[src/rtl/multi_clk_gen_pkg.sv]
// multi_clk_gen_pkg: channel state, channel config record and count helper shared by multi_clk_gen.
package multi_clk_gen_pkg;
    localparam int CFG_CNT_W = 16;
    typedef enum logic [1:0] {IDLE, PHASE, HIGH, LOW} ch_state_e;
    typedef struct packed {
        logic                 en;
        logic [CFG_CNT_W-1:0] high;
        logic [CFG_CNT_W-1:0] low;
        logic [CFG_CNT_W-1:0] phase;
    } ch_cfg_t;
    function automatic logic [CFG_CNT_W-1:0] min1(input logic [CFG_CNT_W-1:0] v);
        return (v == '0) ? CFG_CNT_W'(1) : v;
    endfunction
endpackage

[src/rtl/clk_gen_ch.sv]
// clk_gen_ch: one generated-clock channel (shadow config, pending flag, IDLE/PHASE/HIGH/LOW FSM).
// The PHASE start delay is built only when MULTI_CLK_GEN_PHASE_EN is defined.
module clk_gen_ch
    import multi_clk_gen_pkg::*;
(
    input  logic    clk,
    input  logic    rst,
    input  logic    i_load,
    input  ch_cfg_t i_cfg,
    output logic    o_pending,
    output logic    o_clk_out,
    output logic    o_rise_tick,
    output logic    o_fall_tick
);
    ch_state_e            r_state, w_state_nxt;
    ch_cfg_t              r_shadow, w_cfg;
    logic [CFG_CNT_W-1:0] r_cnt, w_cnt_nxt, r_high, r_low, w_high_nxt, w_low_nxt;
    logic                 r_pending, r_clk_out, r_rise, r_fall;
    logic                 w_last, w_apply, w_out_high, w_rise_nxt, w_fall_nxt;
`ifdef MULTI_CLK_GEN_PHASE_EN
    assign w_cfg = i_cfg;
`else
    logic w_unused_phase;
    assign w_cfg = {i_cfg.en, i_cfg.high, i_cfg.low, CFG_CNT_W'(0)};
    assign w_unused_phase = ^{i_cfg.phase, r_shadow.phase};
`endif
    assign w_last  = (r_cnt == CFG_CNT_W'(1));
    // A running channel only takes new settings on its last LOW cycle, so no phase is ever cut short.
    assign w_apply = r_pending && (r_state == IDLE || (r_state == LOW && w_last));
    always_comb begin
        w_state_nxt = r_state;
        w_cnt_nxt   = (r_cnt > CFG_CNT_W'(1)) ? r_cnt - CFG_CNT_W'(1) : r_cnt;
        w_high_nxt  = w_apply ? min1(r_shadow.high) : r_high;
        w_low_nxt   = w_apply ? min1(r_shadow.low) : r_low;
        case (r_state)
            IDLE: if (w_apply && r_shadow.en) begin
`ifdef MULTI_CLK_GEN_PHASE_EN
                w_state_nxt = (r_shadow.phase != '0) ? PHASE : HIGH;
                w_cnt_nxt   = (r_shadow.phase != '0) ? r_shadow.phase : w_high_nxt;
`else
                w_state_nxt = HIGH;
                w_cnt_nxt   = w_high_nxt;
`endif
            end
`ifdef MULTI_CLK_GEN_PHASE_EN
            PHASE: if (w_last) begin
                w_state_nxt = HIGH;
                w_cnt_nxt   = r_high;
            end
`endif
            HIGH: if (w_last) begin
                w_state_nxt = LOW;
                w_cnt_nxt   = r_low;
            end
            LOW: if (w_last) begin
                w_state_nxt = (w_apply && !r_shadow.en) ? IDLE : HIGH;
                w_cnt_nxt   = w_high_nxt;
            end
            default: w_state_nxt = IDLE;
        endcase
    end
    always_comb begin
        w_out_high = (r_state == HIGH);
        w_rise_nxt = w_out_high && !r_clk_out;
        w_fall_nxt = !w_out_high && r_clk_out;
    end
    always_ff @(posedge clk) begin
        if (rst) begin
            r_state   <= IDLE;
            r_cnt     <= '0;
            r_high    <= '0;
            r_low     <= '0;
            r_shadow  <= '0;
            r_pending <= 1'b0;
            r_clk_out <= 1'b0;
            r_rise    <= 1'b0;
            r_fall    <= 1'b0;
        end else begin
            r_state   <= w_state_nxt;
            r_cnt     <= w_cnt_nxt;
            r_high    <= w_high_nxt;
            r_low     <= w_low_nxt;
            r_clk_out <= w_out_high;
            r_rise    <= w_rise_nxt;
            r_fall    <= w_fall_nxt;
            r_pending <= i_load || (r_pending && !w_apply);
            if (i_load) r_shadow <= w_cfg;
        end
    end
    assign o_pending   = r_pending;
    assign o_clk_out   = r_clk_out;
    assign o_rise_tick = r_rise;
    assign o_fall_tick = r_fall;
endmodule

[src/rtl/multi_clk_gen.sv]
// multi_clk_gen: NUM_CH independent programmable clock generators behind one valid/ready config port.
// Define MULTI_CLK_GEN_PHASE_EN to enable the per-channel start delay (cfg_phase).
module multi_clk_gen
    import multi_clk_gen_pkg::*;
#(
    parameter int NUM_CH = 4,
    parameter int CNT_W  = CFG_CNT_W
) (
    input  logic                                          clk,
    input  logic                                          rst,
    input  logic                                          cfg_valid,
    output logic                                          cfg_ready,
    input  logic [(NUM_CH > 1 ? $clog2(NUM_CH) : 1)-1:0]  cfg_ch,
    input  logic                                          cfg_en,
    input  logic [CNT_W-1:0]                              cfg_high,
    input  logic [CNT_W-1:0]                              cfg_low,
    input  logic [CNT_W-1:0]                              cfg_phase,
    output logic [NUM_CH-1:0]                             clk_out,
    output logic [NUM_CH-1:0]                             rise_tick,
    output logic [NUM_CH-1:0]                             fall_tick,
    output logic [NUM_CH-1:0]                             pending
);
    localparam int CH_W = NUM_CH > 1 ? $clog2(NUM_CH) : 1;
    ch_cfg_t w_cfg;
    logic    w_ch_ok;
    assign w_cfg     = {cfg_en, cfg_high, cfg_low, cfg_phase};
    assign w_ch_ok   = (int'(cfg_ch) < NUM_CH);
    assign cfg_ready = !rst && w_ch_ok && !pending[cfg_ch];
    for (genvar i = 0; i < NUM_CH; i++) begin : g_ch
        clk_gen_ch u_ch (
            .clk         (clk),
            .rst         (rst),
            .i_load      (cfg_valid && cfg_ready && cfg_ch == CH_W'(i)),
            .i_cfg       (w_cfg),
            .o_pending   (pending[i]),
            .o_clk_out   (clk_out[i]),
            .o_rise_tick (rise_tick[i]),
            .o_fall_tick (fall_tick[i])
        );
    end
endmodule

[config.mk]
export PLATFORM = sky130hd
export DESIGN_NAME = multi_clk_gen
export DESIGN_NICKNAME = d
export VERILOG_FILES = /design/src/rtl/multi_clk_gen_pkg.sv /design/src/rtl/clk_gen_ch.sv /design/src/rtl/multi_clk_gen.sv
export SDC_FILE = /design/constraint.sdc
export NUM_CORES = 1
export LEC_CHECK = 0
export BUFFER_PORTS_ARGS = -buffer_cell sky130_fd_sc_hd__clkbuf_2
export CORE_MARGIN = 2
export CORE_UTILIZATION = 56
export DETAILED_ROUTE_END_ITERATION = 10
export PLACE_DENSITY = 0.76
export SETUP_SLACK_MARGIN = 0.05
export SLEW_MARGIN = 20
export SYNTH_ARGS = -nofsm -noshare
export SYNTH_HDL_FRONTEND = slang
export SYNTH_SLANG_ARGS = --single-unit
[constraint.sdc]
create_clock -name clk -period 2.3 [get_ports clk]
set_clock_uncertainty 0.05 [all_clocks]
set_input_delay 0.23 -clock clk [delete_from_list [all_inputs] [get_ports clk]]
set_output_delay 0.23 -clock clk [all_outputs]
set_load 0.05 [all_outputs]
==> flow_summary.json, run 1 <==
{
  "critical_path_class": "reg -> reg",
  "path_common_cell": "buf_4",
  "cts_made_buffers": 38,
  "min_from": "cfg_high[10]",
  "maxCapViolCount": 0,
  "critPathMaxFanout": 3,
  "drc": 0,
  "worstHoldEndpoint": "g_ch[2].u_ch.r_shadow[42]",
  "path_clk_slew_ps": 60,
  "grt_pass1_vias": 15000,
  "worstMarginPinSlew_ps": 719,
  "syn_inst": 2060,
  "holdWs_ps": 19.3,
  "p_per_area_nw_per_um2": 1130,
  "clkSinkCount": 348,
  "synth-edff-count": 0,
  "hpwl_um": 34400,
  "n_fill_cell": 2313,
  "ys_ff_latch": 348,
  "synthMostInstantiatedCell": "nand2_1",
  "r2r_slack_ps": 50,
  "io_pins": 71,
  "dr.pass1.iters": 6,
  "highest_layer": "met4",
  "r2r-start": "g_ch[3].u_ch.r_cnt[12]",
  "grt_max_degree": 105,
  "track_usage_pct": 31.7,
  "multiInputGateArea_sq_um": 9030,
  "synth_common_cells": "nand2_1, dfxtp_1, a21oi_1, nor2_1, clkbuf_1",
  "vias_per_cell": 6.29,
  "fin_crit_sh_pct": 98.0,
  "core_sq_um": 28700,
  "synth_cell_types": 82,
  "status": "finished, final reports clean",
  "antenna_left": 0,
  "crit_chain": "nor3_1 -> nand4_1 -> buf_4 -> nor3_2 -> buf_4 -> o21a_1 -> mux2i_2 -> o32ai_1",
  "rsz0062_at_grt": "yes",
  "fmax_mhz": 444,
  "drive_gt1_share_pct": 18.2,
  "crit_slowest_cell": "dfxtp_1",
  "crit_arrival_ps": 2600,
  "dieArea_sq_um": 30600,
  "slowest_delay_ps": 310,
  "start_util_pct": 56.9,
  "antenna_found_initial": 1,
  "hold_depth": 3,
  "ff2ff_path_depth": 8,
  "num_vias": 16300,
  "syn_avg_cell_area_sq_um": 7.93,
  "syn_nets": 2122,
  "ys_top_cells_by_area": "dfxtp_1, nand2_1, a21oi_1",
  "htreeDepth": 2,
  "netlist_area_sq_um": 16300,
  "nNetsFinal": 2236,
  "vdd_drop_max_mv": 0.706,
  "grt_overflow": 0,
  "routed_wl_um": 51000,
  "cts_tree": "built",
  "dp_cells": 2488,
  "fp-row-count": 62,
  "ys_async_sr_fraction_pct": 0,
  "wl_met1_um": 20900,
  "hp-class": "in -> reg",
  "startpoint": "g_ch[3].u_ch.r_cnt[12]",
  "grt_pass1_wl_um": 78100,
  "portBuffers": 54,
  "endpoint_kind": "register",
  "critical_path.startpoint_type": "register",
  "routabilityCongestion": 0.967,
  "slew_headroom_pct": 52.1,
  "root_buffer": "clkbuf_16",
  "met3WireLength_um": 4290,
  "synth_ff_type": "dfxtp_1",
  "clkLatencyLatePin_ps": 530,
  "hold_viol_final": 0,
  "worstPathRequired_ps": 2650,
  "synth_top_area_cell": "dfxtp_1",
  "ys.warnings.count": 0,
  "wl_met2_um": 24100,
  "setup_violations": 0,
  "fp.dieW_um": 175,
  "leakage_uw": 0.00736,
  "clockBufferDepth": 3,
  "drt-initial-drc-count": 1770,
  "rr_endpoint": "g_ch[3].u_ch.r_cnt[0]",
  "synth_top_area_share_pct": 42.6,
  "finalNonFillerCells": 2587,
  "die_h_um": 175,
  "area_growth_pct": 21.3,
  "regArea_sq_um": 6980,
  "timing.final.crit_period_ps": 2250,
  "ys_seq_area_share_pct": 42.6,
  "avgRoutedWirePerCell_um": 19.7,
  "slew_violations": 0
}
-- cell families (layout without fill, tap and decap cells) --
family / after synthesis / count (layout) / share of synthesized area, %
adders and majority gates: 8 / 8 / 0.613
muxes: 42 / 42 / 2.68
xor gates and xnor gates: 29 / 29 / 1.55
AOI/OAI and AO/OA: 602 / 602 / 23.6
buffers and inverters: 182 / 324 / 4.78
other: 0 / 1 / 0
and+or+nand+nor: 849 / 849 / 24.1
DFF: 348 / 348 / 42.6
-- power by group --
group / switching, uW / total (uW) / leakage [uW] / internal, uW
Sequential: 654 / 7210 / 0.00282 / 6560
Combinational: 4480 / 8340 / 0.00385 / 3860
Clock: 2500 / 6780 / 0.000684 / 4280
-- area by class of cell --
cell class	count	area share [%]
Sequential cell	348	35.2
Inverter	27	0.511
Clock buffer	52	5.59
Timing Repair Buffer	229	9.23
Clock inverter	16	1.46
Tap cell	384	2.42
Multi-Input combinational cell	1530	45.5
Antenna cell	1	0.0126
-- critical path, delay by kind of cell, from the launching register on --
family                 cells  cell delay, ps
AND/OR/NAND/NOR            3             780
buffers and inverters      2             370
flip-flops                 1             310
AO/OA/AOI/OAI              2             310
multiplexers               1             310
-- through the flow --
stage	TNS (ps)	total power [uW]	setup slack (ps)	area, sq um	util [%]
floorplan	0	12100	61.3	16300	-
global placement	-18.3	14400	-15.2	17700	61.5
detailed placement	-26.3	14500	-22.6	17700	61.5
CTS	0	21400	3.84	19300	67.1
global route	-86.8	23400	-39.8	19800	69.1
finish	0	22300	45.2	19800	69.1
-- layout by cell type (no fill, tap or decap), drive strengths merged, types with 21 or more instances in the layout --
master	netlist	routed
a21o	21	21
a21oi	275	275
a2bb2oi	27	27
buf	40	159
clkbuf	115	107
dfxtp	348	348
inv	26	27
mux2i	37	37
nand2	432	432
nor2	165	165
nor3	57	57
nor4	44	44
o21ai	39	39
o22a	29	29
o22ai	51	51
-- repair_timing --
| item | 4_1_cts | 5_1_grt |
|---|---|---|
| hold endpoints to repair | 48 | 0 |
| cloned | 0 | 2 |
| setup endpoints to repair | 41 | 151 |
| pin swaps | 1 | 25 |
| resized for setup | 16 | 101 |
| hold buffers | 15 | 0 |
| setup buffers | 2 | 11 |
-- how the worst max path moves through the flow --
stage | endpoint | depth (start not counted)
3_5_place_dp | g_ch[3].u_ch.r_cnt[15] | 7
4_1_cts | cfg_ready | 4
6_report | g_ch[3].u_ch.r_cnt[0] | 8
3_3_place_gp | g_ch[3].u_ch.r_cnt[9] | 7
2_1_floorplan | g_ch[0].u_ch.r_cnt[10] | 9
5_1_grt | g_ch[3].u_ch.r_cnt[9] | 8
-- flip-flops by register name (all words and copies together), names as in the netlist --
| name | cells |
|---|---|
| g_ch.u_ch.r_low | 64 |
| g_ch.u_ch.r_cnt | 64 |
| g_ch.u_ch.o_clk_out | 4 |
| g_ch.u_ch.o_rise_tick | 4 |
| g_ch.u_ch.o_pending | 4 |
| g_ch.u_ch.r_shadow | 132 |
| g_ch.u_ch.r_high | 64 |
| g_ch.u_ch.r_state | 8 |
| g_ch.u_ch.o_fall_tick | 4 |
-- metal layers --
metal,global-route usage [%],vias up
met5,0,-
met4,11.3,0
met3,5.83,124
met2,52.2,726
met1,41.9,7780
li1,-,7630
No activity file was read; power rests on OpenSTA's default activity.
==> run 2, diff against run 1 <==
Settings changed: SETUP_SLACK_MARGIN 0.05 to not set.
==> run 2 against run 1 <==
  * Final cell count decreased by 0.27%
  * Fmax shrank 0.59%
  * Clock power about the same
  * First-iteration DRC count decreased by 1.4%
  * Combinational power is 4.3% lower
  * Die area is the same
  * Power shrank 1.8%
  * Setup slack got worse by 13 ps
  * Worst hold slack improved by 1.8 ps
  * Cell area shrank 1.3%
  * Non-clock buffer count down 7
  * Critical path type is now reg -> out
  * Largest cell class unchanged
  * Highest routed layer unchanged
==> flow_summary.json, run 2 (same netlist as run 1, synthesis figures left out) <==
{
  "grt_overflow": 0,
  "fmax_mhz": 441,
  "drc": 0,
  "core_sq_um": 28700,
  "drive_gt1_share_pct": 16.4,
  "htreeDepth": 2,
  "critPathMaxFanout": 9,
  "grt_max_degree": 105,
  "hpwl_um": 34400,
  "wl_met1_um": 20400,
  "status": "finished, final reports clean",
  "cts_made_buffers": 38,
  "setup_violations": 0,
  "routabilityCongestion": 0.967,
  "final_common_cell": "nand2_1",
  "clockBufferDepth": 3,
  "path_clk_slew_ps": 60,
  "met3WireLength_um": 4380,
  "vias_per_cell": 6.24,
  "place_area_sq_um": 17700,
  "cts_tree": "built",
  "drt-initial-drc-count": 1746,
  "multiInputGateArea_sq_um": 8860,
  "crit_chain": "buf_4 -> mux4_2 -> nor2_4 -> clkbuf_8",
  "slew_headroom_pct": 52.7,
  "track_usage_pct": 31.7,
  "critical_path_class": "reg -> out",
  "clkLatencyLatePin_ps": 530,
  "antenna_left": 0,
  "wl_met2_um": 23800,
  "leakage_uw": 0.00730,
  "root_buffer": "clkbuf_16",
  "worstPathRequired_ps": 2020,
  "top_register": "g_ch.u_ch.r_shadow",
  "crit_slowest_cell": "mux4_2",
  "maxCapViolCount": 0,
  "endpoint_kind": "output port",
  "finalNonFillerCells": 2580,
  "rsz0062_at_grt": "yes",
  "hp-class": "in -> reg",
  "hold_viol_final": 0,
  "fp-row-count": 62,
  "nNetsFinal": 2229,
  "clkSinkCount": 348,
  "dp_cells": 2488,
  "dr.pass1.iters": 7,
  "antenna_found_initial": 1,
  "fin_crit_sh_pct": 98.6,
  "dieArea_sq_um": 30600,
  "fin_util_pct": 68.2,
  "p_per_area_nw_per_um2": 1120,
  "largest_reg_flops": 132,
  "num_vias": 16100,
  "slew_violations": 0,
  "timing.final.crit_period_ps": 2270,
  "routed_wl_um": 50400,
  "slowest_delay_ps": 480,
  "mostFrequentLayoutCells": "nand2_1, dfxtp_1, a21oi_1",
  "area_growth_pct": 19.8,
  "crit_arrival_ps": 1990,
  "io_pins": 71,
  "avgRoutedWirePerCell_um": 19.5,
  "grt_pass1_vias": 15000,
  "highest_layer": "met4",
  "critical_path.startpoint_type": "register",
  "total_power_uw": 21900,
  "start_util_pct": 56.9,
  "n_fill_cell": 2348,
  "final_area_sq_um": 19600,
  "regArea_sq_um": 6980,
  "worstMarginPinSlew_ps": 710,
  "fin_setup_tns_ps": 0,
  "fp.dieW_um": 175,
  "portBuffers": 54,
  "die_h_um": 175,
  "grt_pass1_wl_um": 77900,
  "vdd_drop_max_mv": 0.698
}
==> run 2: metal layers <==
metal | up-vias | global-route usage [%]
met5 | - | 0
met4 | 0 | 11.4
met3 | 125 | 5.81
met2 | 649 | 52.0
met1 | 7714 | 41.9
li1 | 7608 | -
==> run 2: worst paths after layout <==
kind | from | to | slack [ps] | cells past startpoint
worst max-delay path | g_ch[1].u_ch.o_pending | cfg_ready | 30 | 4
worst max register to register | g_ch[3].u_ch.r_cnt[12] | g_ch[3].u_ch.r_cnt[9] | 50 | 8
worst min register to register | g_ch[0].u_ch.o_clk_out | g_ch[0].u_ch.o_rise_tick | 380 | 1
worst min-delay path | cfg_low[6] | g_ch[1].u_ch.r_shadow[22] | 20 | 3
==> run 2: power by group <==
part | switching (uW) | internal (uW) | total, uW
Combinational | 4300 | 3680 | 7980
Sequential | 631 | 6550 | 7180
Clock | 2500 | 4280 | 6780
Total | 7430 | 14500 | 21900
==> run 2: worst max-delay path: cells and delay by family (launching register included) <==
family	cells	cell delay, ps
and+or+nand+nor	1	160
DFF	1	410
muxes	1	480
buffers and inverters	2	400
==> run 2: layout make-up <==
class,count,area share [%]
repair buffers,222,8.99
clock buffers,52,5.66
well taps,384,2.45
multi-input cells,1530,45.2
flip-flops and latches,348,35.6
inverters,27,0.518
diodes,1,0.0128
clock inverters,16,1.48
==> run 2: repair_timing <==
| action | CTS | global route |
|---|---|---|
| buffers inserted | 2 | 4 |
| pin swaps | 1 | 10 |
| cloned | 0 | 2 |
| hold buffers | 15 | 0 |
| resized for setup | 5 | 65 |
| endpoints found under the hold margin | 48 | 0 |
| setup endpoints to repair | 17 | 127 |
==> run 2: stage by stage <==
step	hold slack (ps)	setup WS (ps)
3_5_place_dp	372	-22.6
2_1_floorplan	316	61.3
3_3_place_gp	366	-15.2
5_1_grt	1.87	-31.3
4_1_cts	0.771	3.84
6_report	21.1	31.8
